`config.mk`:
```
export PLATFORM = sky130hd
export DESIGN_NAME = morse_key_packer
export DESIGN_NICKNAME = d
export VERILOG_FILES = /design/src/rtl/morse_key_packer.sv
export SDC_FILE = /design/constraint.sdc
export NUM_CORES = 1
export LEC_CHECK = 0
export ABC_AREA = 1
export BUFFER_PORTS_ARGS = -buffer_cell sky130_fd_sc_hd__buf_2
export CORE_UTILIZATION = 40
export DETAILED_ROUTE_END_ITERATION = 10
export PLACE_DENSITY_LB_ADDON = 0.12
export SLEW_MARGIN = 20
export SYNTH_ARGS = -nofsm -noshare
export SYNTH_HDL_FRONTEND = slang
export SYNTH_SLANG_ARGS = --single-unit
```
`constraint.sdc`:
```
create_clock -name clk -period 6.3 [get_ports clk]
set_clock_uncertainty 0.2 [all_clocks]
set_input_delay 1.26 -clock clk [delete_from_list [all_inputs] [get_ports clk]]
set_output_delay 1.26 -clock clk [all_outputs]
set_load 0.05 [all_outputs]
```
`src/rtl/morse_key_packer.sv`:
```
// morse_key_packer: times presses on a single key line, classifies each press
// as dot (01) or dash (10), and packs up to four symbols MSB-first into an
// 8-bit morse_array. One packed character plus a 1-cycle char_valid strobe is
// emitted after each inter-letter gap. More than four symbols emit 8'hFF with
// sym_overflow.
//
// Optional feature: define SYNC_DEBOUNCE_EN to insert a 2-flop synchroniser
// and a 3-sample majority filter on key_in (key_s lags key_in by 3 cycles).
//
// Ports:
//   clk          system clock
//   rst          synchronous active-low reset
//   key_in       key line, 1 = pressed
//   morse_array  packed character, held until the next character
//   char_valid   1-cycle strobe, morse_array updated this cycle
//   sym_overflow 1-cycle strobe alongside char_valid when >4 symbols seen
module morse_key_packer #(
  parameter int unsigned MIN_TICKS = 1,
  parameter int unsigned DOT_MAX   = 4,
  parameter int unsigned GAP_TICKS = 8,
  parameter int unsigned CNT_W     = 16
) (
  input  logic       clk,
  input  logic       rst,
  input  logic       key_in,
  output logic [7:0] morse_array,
  output logic       char_valid,
  output logic       sym_overflow
);

  localparam logic [CNT_W-1:0] MIN_C = CNT_W'(MIN_TICKS);
  localparam logic [CNT_W-1:0] DOT_C = CNT_W'(DOT_MAX);
  localparam logic [CNT_W-1:0] GAP_C = CNT_W'(GAP_TICKS);
  localparam logic [CNT_W-1:0] ONE_C = CNT_W'(1);

  typedef enum logic [1:0] {IDLE, PRESS, GAP, EMIT} state_t;

  logic key_s;

`ifdef SYNC_DEBOUNCE_EN
  logic       sync1_q;
  logic       sync2_q;
  logic [1:0] hist_q;

  // Synchroniser plus history of the synchronised key for the majority vote
  always_ff @(posedge clk) begin
    if (!rst) begin
      sync1_q <= 1'b0;
      sync2_q <= 1'b0;
      hist_q  <= 2'b00;
    end else begin
      sync1_q <= key_in;
      sync2_q <= sync1_q;
      hist_q  <= {hist_q[0], sync2_q};
    end
  end

  // Majority of the last three synchronised samples; a clean edge shows up 3 cycles late
  assign key_s = (sync2_q & hist_q[0]) | (sync2_q & hist_q[1]) | (hist_q[0] & hist_q[1]);
`else
  assign key_s = key_in;
`endif

  state_t           state_q, state_d;
  logic [CNT_W-1:0] press_cnt_q, press_cnt_d;
  logic [CNT_W-1:0] gap_cnt_q, gap_cnt_d;
  logic [7:0]       shift_q, shift_d;
  logic [2:0]       sym_cnt_q, sym_cnt_d;
  logic [7:0]       morse_d;
  logic             valid_d;
  logic             ovf_d;

  logic [CNT_W-1:0] press_inc;
  logic [CNT_W-1:0] gap_inc;
  logic             glitch;
  logic             gap_hit;

  assign press_inc = (press_cnt_q == '1) ? press_cnt_q : press_cnt_q + ONE_C;
  assign gap_inc   = (gap_cnt_q == '1) ? gap_cnt_q : gap_cnt_q + ONE_C;
  assign glitch    = (press_cnt_q < MIN_C);
  assign gap_hit   = (gap_inc >= GAP_C);

  // State register
  always_ff @(posedge clk) begin
    if (!rst) state_q <= IDLE;
    else      state_q <= state_d;
  end

  // Next-state logic
  always_comb begin
    state_d = state_q;
    case (state_q)
      IDLE:  if (key_s) state_d = PRESS;
      PRESS: begin
        if (!key_s) begin
          if (glitch) state_d = (sym_cnt_q != 3'd0) ? GAP : IDLE;
          else        state_d = GAP;
        end
      end
      GAP: begin
        if (key_s)        state_d = PRESS;
        // A gap that never collected a symbol returns to IDLE silently
        else if (gap_hit) state_d = (sym_cnt_q != 3'd0) ? EMIT : IDLE;
      end
      EMIT:    state_d = IDLE;
      default: state_d = IDLE;
    endcase
  end

  // Datapath and output next values
  always_comb begin
    press_cnt_d = press_cnt_q;
    gap_cnt_d   = gap_cnt_q;
    shift_d     = shift_q;
    sym_cnt_d   = sym_cnt_q;
    morse_d     = morse_array;
    valid_d     = 1'b0;
    ovf_d       = 1'b0;
    case (state_q)
      IDLE: begin
        gap_cnt_d = '0;
        if (key_s) press_cnt_d = ONE_C;
      end
      PRESS: begin
        if (key_s) begin
          press_cnt_d = press_inc;
        end else begin
          if (!glitch) begin
            shift_d   = {shift_q[5:0], (press_cnt_q <= DOT_C) ? 2'b01 : 2'b10};
            sym_cnt_d = (sym_cnt_q == 3'd7) ? sym_cnt_q : sym_cnt_q + 3'd1;
          end
          press_cnt_d = '0;
          gap_cnt_d   = ONE_C;
        end
      end
      GAP: begin
        if (key_s) begin
          press_cnt_d = ONE_C;
          gap_cnt_d   = '0;
        end else begin
          gap_cnt_d = gap_inc;
        end
      end
      EMIT: begin
        valid_d = 1'b1;
        if (sym_cnt_q > 3'd4) begin
          morse_d = 8'hFF;
          ovf_d   = 1'b1;
        end else begin
          morse_d = shift_q;
        end
        shift_d     = '0;
        sym_cnt_d   = '0;
        gap_cnt_d   = '0;
        press_cnt_d = '0;
      end
      default: ;
    endcase
  end

  // Datapath and output registers
  always_ff @(posedge clk) begin
    if (!rst) begin
      press_cnt_q  <= '0;
      gap_cnt_q    <= '0;
      shift_q      <= '0;
      sym_cnt_q    <= '0;
      morse_array  <= '0;
      char_valid   <= 1'b0;
      sym_overflow <= 1'b0;
    end else begin
      press_cnt_q  <= press_cnt_d;
      gap_cnt_q    <= gap_cnt_d;
      shift_q      <= shift_d;
      sym_cnt_q    <= sym_cnt_d;
      morse_array  <= morse_d;
      char_valid   <= valid_d;
      sym_overflow <= ovf_d;
    end
  end

endmodule
```
==> metrics.txt, run 1 <==
initial DRC count=a little over 100; 1st-pass router iterations=4; # diodes=0; CTS H-tree lvls=2; final setup margin=3.48 ns; routed wire length=roughly 6800 um; GRT overflow=0; drc violations=0; R2R setup slack=slightly below 4 ns; total CTS buffers=5; hold path startpoint=shift_q[6]; Starting Density=0.422; clock root cell=clkbuf_8; Die X-Extent=approximately 90 um; Die ar.=0.00816 mm2; post-route ant nets=0; DP Area=around 0.0032 mm2; number of max-cap violations=0; Crit path max-delay family=simple AND/OR/NAND/NOR gates; gr usage total=0.180; final setup vio count=0; cells along the critical path=buf_2 -> nor2_1 -> inv_1 -> nor2_1 -> inv_1 -> a31oi_1 -> o21ai_0 -> a21oi_1; Crit path buffers/inverters=3; RSZ-0062 raised after global routing=false; Max Clk Rate=355 MHz; pwr/cell area=264 mW/mm2; Crit Path Category=in2reg; Hold Path End=shift_q[6]; setup bufs post-CTS=0; worst slack, placed=3.18 ns; Worst-Margin Slew=approximately 0.74 ns; R2R Path End=state_q[0]; async set or reset register ratio after synthesis=0; Max Root-Sink Buffers=2; Post-Syn Nets=approximately 460; fin crit share=0.447; fillers=about 790; commonest cells after routing, fill and taps aside=nand2_1 (92), nor2_1 (55), dfxtp_1 (55), a21oi_1 (48), inv_1 (43); Slowest Stage Delay on Critical Path=0.58 ns; Fin Setup TNS=0 ns; EDFF count, synth=0; Rows=31; peak supply drop=between 100 and 150 uV; Vias=2752; CP Launch Type=primary input; routed vias/inst=4.99; register area share after synthesis=0.353; hold-critical path depth=2; worst skew pair latency=0.31 ns; Sequential cell area=0.00110 mm2; initial antenna violation count=0; Syn. warnings=0; layout net count=466; area taken by multi-input logic gates=between 0.0015 and 0.002 mm2; post-layout minimum cycle time=between 2 and 3 ns; r2r startpoint=state_q[1]; Post-Syn Area=0.00312 mm2; ys flop type=dfxtp_1; share of layout cells above drive strength 1=0.135; min-delay worst type=reg2reg; status=finished, final reports clean; core area=0.00741 mm2; Num Clock Sinks=55; IO Pins=13; CP Max Fanout=11; final core utilization=0.449; Gate Count Post-Synth=roughly 440; Leakage=1.29 nW; buffers added on ports=12; CP max-delay cell=nor2_1; leading cell type in the layout, fill and taps excluded=nand2_1; pin count of the biggest net entering global routing=30; via count of the first global-routing pass=2665; Arr. time, crit path=2.86 ns; post-layout instance area=0.00333 mm2; Yosys cell types=39; DP HPWL=5050 um; required time of the worst setup path=between 6 and 7 ns; TritonCTS clock tree=yes; synthesized area per cell=7.08 um2; final hold viol count=0; drt wl/cell=12.4 um; Worst-path clk slew=0.10 ns; post-synthesis register bit count=55; Final Slew Violations=0; crit path capture type=flip-flop; RePlAce Congestion=around 0.86; R2R cell count=9; Die Ht=90.4 um; PostCTS Resize Cnt=0; first-pass GRT wire length=12100 um; CTS Hold Buffers Added=0; Max-slew headroom=0.505; Area Overhead vs Synth=6.57%
-- sequential cells by signal, summed over array words and instances, names as in the netlist --
signal,cells
gap_cnt_q,16
press_cnt_q,16
morse_array,8
shift_q,8
sym_cnt_q,3
state_q,2
char_valid,1
sym_overflow,1
-- worst min-delay path, delay by kind of cell, from the launching register on --
kind               cells  cell delay (ns)
DFF                    1             0.32
and+or+nand+nor        1             0.06
AOI/OAI and AO/OA      1             0.05
-- logic make-up (layout without fill, tap and decap cells) --
group | Yosys count | count (layout) | share of synthesized area
flip-flops | 55 | 55 | 0.353
buffers and inverters | 56 | 67 | 0.0805
AO/OA/AOI/OAI | 84 | 84 | 0.150
XOR/XNOR | 6 | 6 | 0.0168
adder cells (fa/ha/maj) | 12 | 12 | 0.0481
AND/OR/NAND/NOR | 228 | 228 | 0.352
-- through the flow --
stage / hold slack, ns / std cells / total power (W)
floorplan: 0.240 / 441 / 0.000632
CTS: 0.273 / 551 / 0.000890
global placement: 0.254 / 543 / 0.000691
global route: 0.293 / 551 / 0.000944
detailed placement: 0.258 / 543 / 0.000691
finish: 0.269 / 551 / 0.000879
-- layer usage --
layer / track usage / vias up / part of all wire
met3: 0.0311 / 8 / 0.023
met1: 0.241 / 1230 / 0.52
li1: - / 1470 / -
met2: 0.297 / 44 / 0.44
met4: 0.0484 / 0 / 0.012
met5: 0 / - / 0
-- where the power goes --
group          internal [W]  total (W)  switching [W]
Combinational     0.0000881   0.000282       0.000194
Sequential         0.000376   0.000401      0.0000251
Clock             0.0000786   0.000196       0.000117
-- synthesized netlist by cell type, types with 8 or more instances --
cell	n	area share
nand2_1	92	0.11
dfxtp_1	55	0.35
nor2_1	55	0.066
a21oi_1	48	0.077
inv_1	43	0.052
nand3_1	22	0.035
o21ai_0	17	0.027
ha_1	12	0.048
nand2_2	9	0.018
nand4_1	8	0.016
nor2_2	8	0.016
-- final cells by class --
class | count | share of cell area
Sequential cell | 55 | 0.331
Multi-Input combinational cell | 330 | 0.532
Clock buffer | 5 | 0.0207
Clock inverter | 3 | 0.00564
Tap cell | 99 | 0.0372
Timing Repair Buffer | 13 | 0.0203
Inverter | 46 | 0.0534
-- how the worst max path moves through the flow --
stage / from / endpoint / slack [ns] / depth (start not counted)
after floorplan: key_in / press_cnt_q[14] / 3.66 / 11
after global placement: key_in / gap_cnt_q[2] / 3.27 / 8
after detailed placement: key_in / gap_cnt_q[2] / 3.18 / 8
after CTS: key_in / gap_cnt_q[2] / 3.50 / 8
after global routing: key_in / gap_cnt_q[2] / 3.28 / 8
final: key_in / gap_cnt_q[2] / 3.48 / 8
Note: power is estimated with default switching activity, not from simulation.
==> inputs of run 2 (changes only) <==
- clock period: 6.3 -> 2.6 ns (I/O delays scaled with it)
==> metrics.txt, run 2 (synthesis gave the netlist of run 1 again) <==
status=finished, final reports clean; Num Clock Sinks=55 (unchanged); number of max-cap violations=0 (unchanged); layout net count=471 (+1.1%); min-delay worst type=reg2reg; 1st-pass router iterations=5 (+1); initial antenna violation count=0 (unchanged); # diodes=0 (unchanged); met3 GRT Util=0.0253 (-0.00589); met1 Use GR=0.240 (-0.00184); CTS H-tree lvls=2 (unchanged); grt peak-use layer=met2; worst skew pair latency=0.31 ns (about the same); Worst Setup SP=state_q[0]; Leakage=1.32 nW (+1.9%); Power Total=0.00218 W (+150%); final setup vio count=0 (unchanged); Starting Density=0.422 (unchanged); Crit Path Category=reg2reg; Vias=2740 (-0.44%); RePlAce Congestion=0.825 (-4.4%); clock root cell=clkbuf_8; pwr/cell area=646 mW/mm2 (+140%); Max-slew headroom=0.684 (+0.179); post-route ant nets=0 (unchanged); Area Overhead vs Synth=8.09%; biggest regs=gap_cnt_q: 16 flops, press_cnt_q: 16 flops; buffers added on ports=12 (unchanged); DP HPWL=5010 um (-0.84%); Worst-path clk slew=0.11 ns (about the same); post-layout minimum cycle time=roughly 2.3 ns; Arr. time, crit path=2.28 ns (-0.58 ns); final core utilization=0.456 (+0.00642); core area=0.00741 mm2 (unchanged); Min Hold Slack=0.270 ns (+0.000673 ns); Die X-Extent=90.4 um (unchanged); initial DRC count=151 (+50%); TritonCTS clock tree=yes; pin count of the biggest net entering global routing=30 (unchanged); Die ar.=0.00816 mm2 (unchanged); leading cell type in the layout, fill and taps excluded=nand2_1; R2R cell count=12 (+3); share of layout cells above drive strength 1=0.147 (+0.0117); setup bufs post-CTS=0 (unchanged); crit path capture type=flip-flop; via count of the first global-routing pass=2686 (+0.79%); Max Clk Rate=about 440 MHz; gr usage total=0.180 (about the same); CP Max Fanout=10 (-1); CP Launch Type=flip-flop; Worst-Margin Slew=0.472 ns (-0.269 ns); fin crit share=0.874; Die Ht=90.4 um (unchanged); routed vias/inst=4.93 (-1.3%); Fin Setup TNS=0 ns (unchanged); Setup crit end=press_cnt_q[14]; first-pass GRT wire length=12100 um (about the same); Rows=31 (unchanged); required time of the worst setup path=2.61 ns (-3.74 ns); final hold viol count=0 (unchanged); routed wire length=6910 um (+1.3%); GRT overflow=0 (unchanged); total CTS buffers=5 (unchanged); Final Slew Violations=0 (unchanged); M2 GR Usage=0.309 (+0.0115); Max Root-Sink Buffers=2 (unchanged); drt wl/cell=12.4 um (+0.35%); final setup margin=0.328 ns (-3.16 ns); commonest cells after routing, fill and taps aside=nand2_1 (92), nor2_1 (55), dfxtp_1 (55), a21oi_1 (48), inv_1 (43); IO Pins=13 (unchanged); drc violations=0 (unchanged); worst slack, placed=0.328 ns (-2.85 ns); r2r startpoint=state_q[0]; R2R setup slack=0.33 ns (-3.57 ns); R2R Path End=press_cnt_q[14]; RSZ-0062 raised after global routing=false; peak supply drop=342 uV (+150%)
==> run 2: how the worst min path moves through the flow <==
stage / from / endpoint / slack, ns / cells past startpoint
2_1_floorplan: shift_q[6] / shift_q[6] / 0.24 / 2
3_3_place_gp: shift_q[6] / shift_q[6] / 0.25 / 2
3_5_place_dp: shift_q[6] / shift_q[6] / 0.25 / 2
4_1_cts: shift_q[6] / shift_q[6] / 0.27 / 2
5_1_grt: shift_q[7] / shift_q[7] / 0.31 / 2
6_report: shift_q[6] / shift_q[6] / 0.27 / 2
==> run 2: through the flow <==
stage | instance area (um2) | std cells
3_5_place_dp | 3280 | 548
2_1_floorplan | 3120 | 441
4_1_cts | 3370 | 556
5_1_grt | 3380 | 556
6_report | 3380 | 556
3_3_place_gp | 3280 | 548
==> run 2: area by class of cell <==
type | instances | area (um2)
fill | 780 | 4030
tap | 99 | 124
clock inverter | 3 | 26.3
timing repair buffer | 18 | 105
inverter | 46 | 178
sequential | 55 | 1100
multi-input combinational | 330 | 1770
clock buffer | 5 | 68.8
==> run 2: report_power, final <==
part | total (W) | switching [W] | internal (W)
Sequential | 0.000969 | 0.0000578 | 0.000911
Clock | 0.000499 | 0.000300 | 0.000199
Combinational | 0.000712 | 0.000480 | 0.000233
Total | 0.00218 | 0.000837 | 0.00134
==> run 2: what timing repair did <==
action / 4_1_cts / 5_1_grt
hold buffers: 0 / 0
resized for setup: 0 / 1
endpoints found under the setup margin: 0 / 1
hold endpoints to repair: 0 / 0
==> run 2: per-layer routing <==
metal  wire (um)  vias to the layer above
met3         226                        6
met1        3510                     1220
li1            -                     1472
met4          58                        0
met2        3120                       42
met5           0                        -
==> run 2: worst max-delay path, stage by stage (launching register included) <==
cell and delay (ns):
dfxtp_1 0.41, inv_1 0.10, ha_1 0.26, nor2_1 0.22
nor2_1 0.07, inv_1 0.11, nand2_4 0.11, nor2_2 0.18
nand2_2 0.09, nor2_1 0.16, nand2_1 0.09, o21ai_1 0.13
a21oi_1 0.05
==> inputs of run 3 (changes only) <==
- BUFFER_PORTS_ARGS: -buffer_cell sky130_fd_sc_hd__buf_2 -> -buffer_cell sky130_fd_sc_hd__buf_4
==> metrics.txt, run 3 (synthesis gave the netlist of run 1 again) <==
peak supply drop=306 uV (-11%); final core utilization=0.462 (+0.00659); Hold Path End=shift_q[6]; Worst-path clk slew=0.11 ns (about the same); hold-critical path depth=2 (unchanged); min-delay worst type=reg2reg; final setup vio count=0 (unchanged); CP Launch Type=flip-flop; Die Ht=90.4 um (unchanged); CTS Hold Buffers Added=0 (unchanged); Leakage=1.33 nW (+0.89%); Arr. time, crit path=2.27 ns (about the same); Crit Path Category=reg2reg; DP HPWL=5090 um (+1.5%); Num Clock Sinks=55 (unchanged); gr usage total=0.186 (+0.00602); Layout Cells excl Fill=556 (unchanged); status=finished, final reports clean; post-route ant nets=0 (unchanged); Die X-Extent=90.4 um (unchanged); drt wl/cell=12.6 um (+1.3%); IO Pins=13 (unchanged); initial DRC count=186 (+23%); initial antenna violation count=0 (unchanged); drc violations=0 (unchanged); 1st-pass router iterations=4 (-1); crit path capture type=flip-flop; Worst-Margin Slew=0.491 ns (+0.0189 ns); total placed cells including tap cells=548 (unchanged); layout net count=471 (unchanged); # diodes=0 (unchanged); R2R cell count=11 (-1); commonest cells after routing, fill and taps aside=nand2_1 (92), nor2_1 (55), dfxtp_1 (55), a21oi_1 (48), inv_1 (43); final hold viol count=0 (unchanged); Starting Density=0.422 (unchanged); Die ar.=0.00816 mm2 (unchanged); Max Root-Sink Buffers=2 (unchanged); Max Clk Rate=439 MHz (-0.18%); post-layout minimum cycle time=2.28 ns (+0.00416 ns); setup bufs post-CTS=0 (unchanged); pin count of the biggest net entering global routing=30 (unchanged); CTS H-tree lvls=2 (unchanged); Final Slew Violations=0 (unchanged); Area Overhead vs Synth=9.66%; core area=0.00741 mm2 (unchanged); Max-slew headroom=0.671 (-0.0127); RSZ-0062 raised after global routing=false; share of layout cells above drive strength 1=0.144 (-0.00219); routed vias/inst=5.01 (+1.7%); R2R Path End=press_cnt_q[11]; Vias=2786 (+1.7%); RePlAce Congestion=0.846 (+2.5%); routed wire length=7000 um (+1.3%); leading cell type in the layout, fill and taps excluded=nand2_1; via count of the first global-routing pass=2689 (+0.11%); CP Max Fanout=10 (unchanged); worst skew pair latency=0.32 ns (about the same); Fin Setup TNS=0 ns (unchanged); fin crit share=0.875 (+0.00160); required time of the worst setup path=2.60 ns (about the same); GRT overflow=0 (unchanged); PostCTS Resize Cnt=0 (unchanged); total CTS buffers=5 (unchanged); buffers added on ports=12 (unchanged); first-pass GRT wire length=12600 um (+3.9%); clock root cell=clkbuf_8; biggest regs=gap_cnt_q: 16 flops, press_cnt_q: 16 flops; number of max-cap violations=0 (unchanged); R2R setup slack=0.32 ns (about the same); hold path startpoint=shift_q[6]; r2r startpoint=state_q[1]; TritonCTS clock tree=yes; pwr/cell area=669 mW/mm2 (+3.6%); Rows=31 (unchanged)
## run 3: worst max-delay path, cell delays in order (launching register included)
cell and delay (ns):
dfxtp_1 0.36, inv_1 0.11, ha_1 0.31, nand2_2 0.20, nor3_1 0.25, nand3_2 0.12
nand2_4 0.15, nor2_4 0.06, nand3_2 0.12, nor2_2 0.07, o21ai_0 0.15, a21oi_1 0.05
## run 3: final cells by class
type / count / area, um2
Fill cell: 769 / 3980
Multi-Input combinational cell: 330 / 1770
Sequential cell: 55 / 1100
Inverter: 46 / 178
Timing Repair Buffer: 18 / 135
Tap cell: 99 / 124
Clock buffer: 5 / 68.8
Clock inverter: 3 / 47.5
## run 3: worst max path at each step
stage | depth (start not counted) | end | startpoint | slack (ns)
finish | 11 | press_cnt_q[11] | state_q[1] | 0.32
global placement | 11 | press_cnt_q[11] | state_q[1] | 0.36
floorplan | 13 | press_cnt_q[14] | state_q[1] | 0.63
global route | 12 | press_cnt_q[14] | state_q[0] | 0.007
detailed placement | 11 | press_cnt_q[7] | state_q[1] | 0.36
CTS | 11 | press_cnt_q[11] | state_q[1] | 0.31
## run 3: power breakdown
| group | switching, W | total (W) | internal (W) |
|---|---|---|---|
| Sequential | 0.0000609 | 0.000972 | 0.000911 |
| Combinational | 0.000481 | 0.000723 | 0.000242 |
| Clock | 0.000305 | 0.000598 | 0.000293 |
| Total | 0.000847 | 0.00229 | 0.00145 |
## run 3: stage by stage
stage	setup WS [ns]	power, W	hold slack [ns]	instance area, um2
floorplan	0.630	0.00153	0.240	3120
global placement	0.357	0.00171	0.254	3310
detailed placement	0.358	0.00171	0.259	3310
CTS	0.314	0.00231	0.274	3420
global route	0.00690	0.00246	0.302	3420
finish	0.324	0.00229	0.270	3420
## run 3: routing by layer
metal,track usage,part of all wire,vias up
met3,0.0303,0.034,11
met5,0,0,-
li1,-,-,1477
met4,0.0591,0.016,0
met2,0.286,0.44,59
met1,0.264,0.51,1239
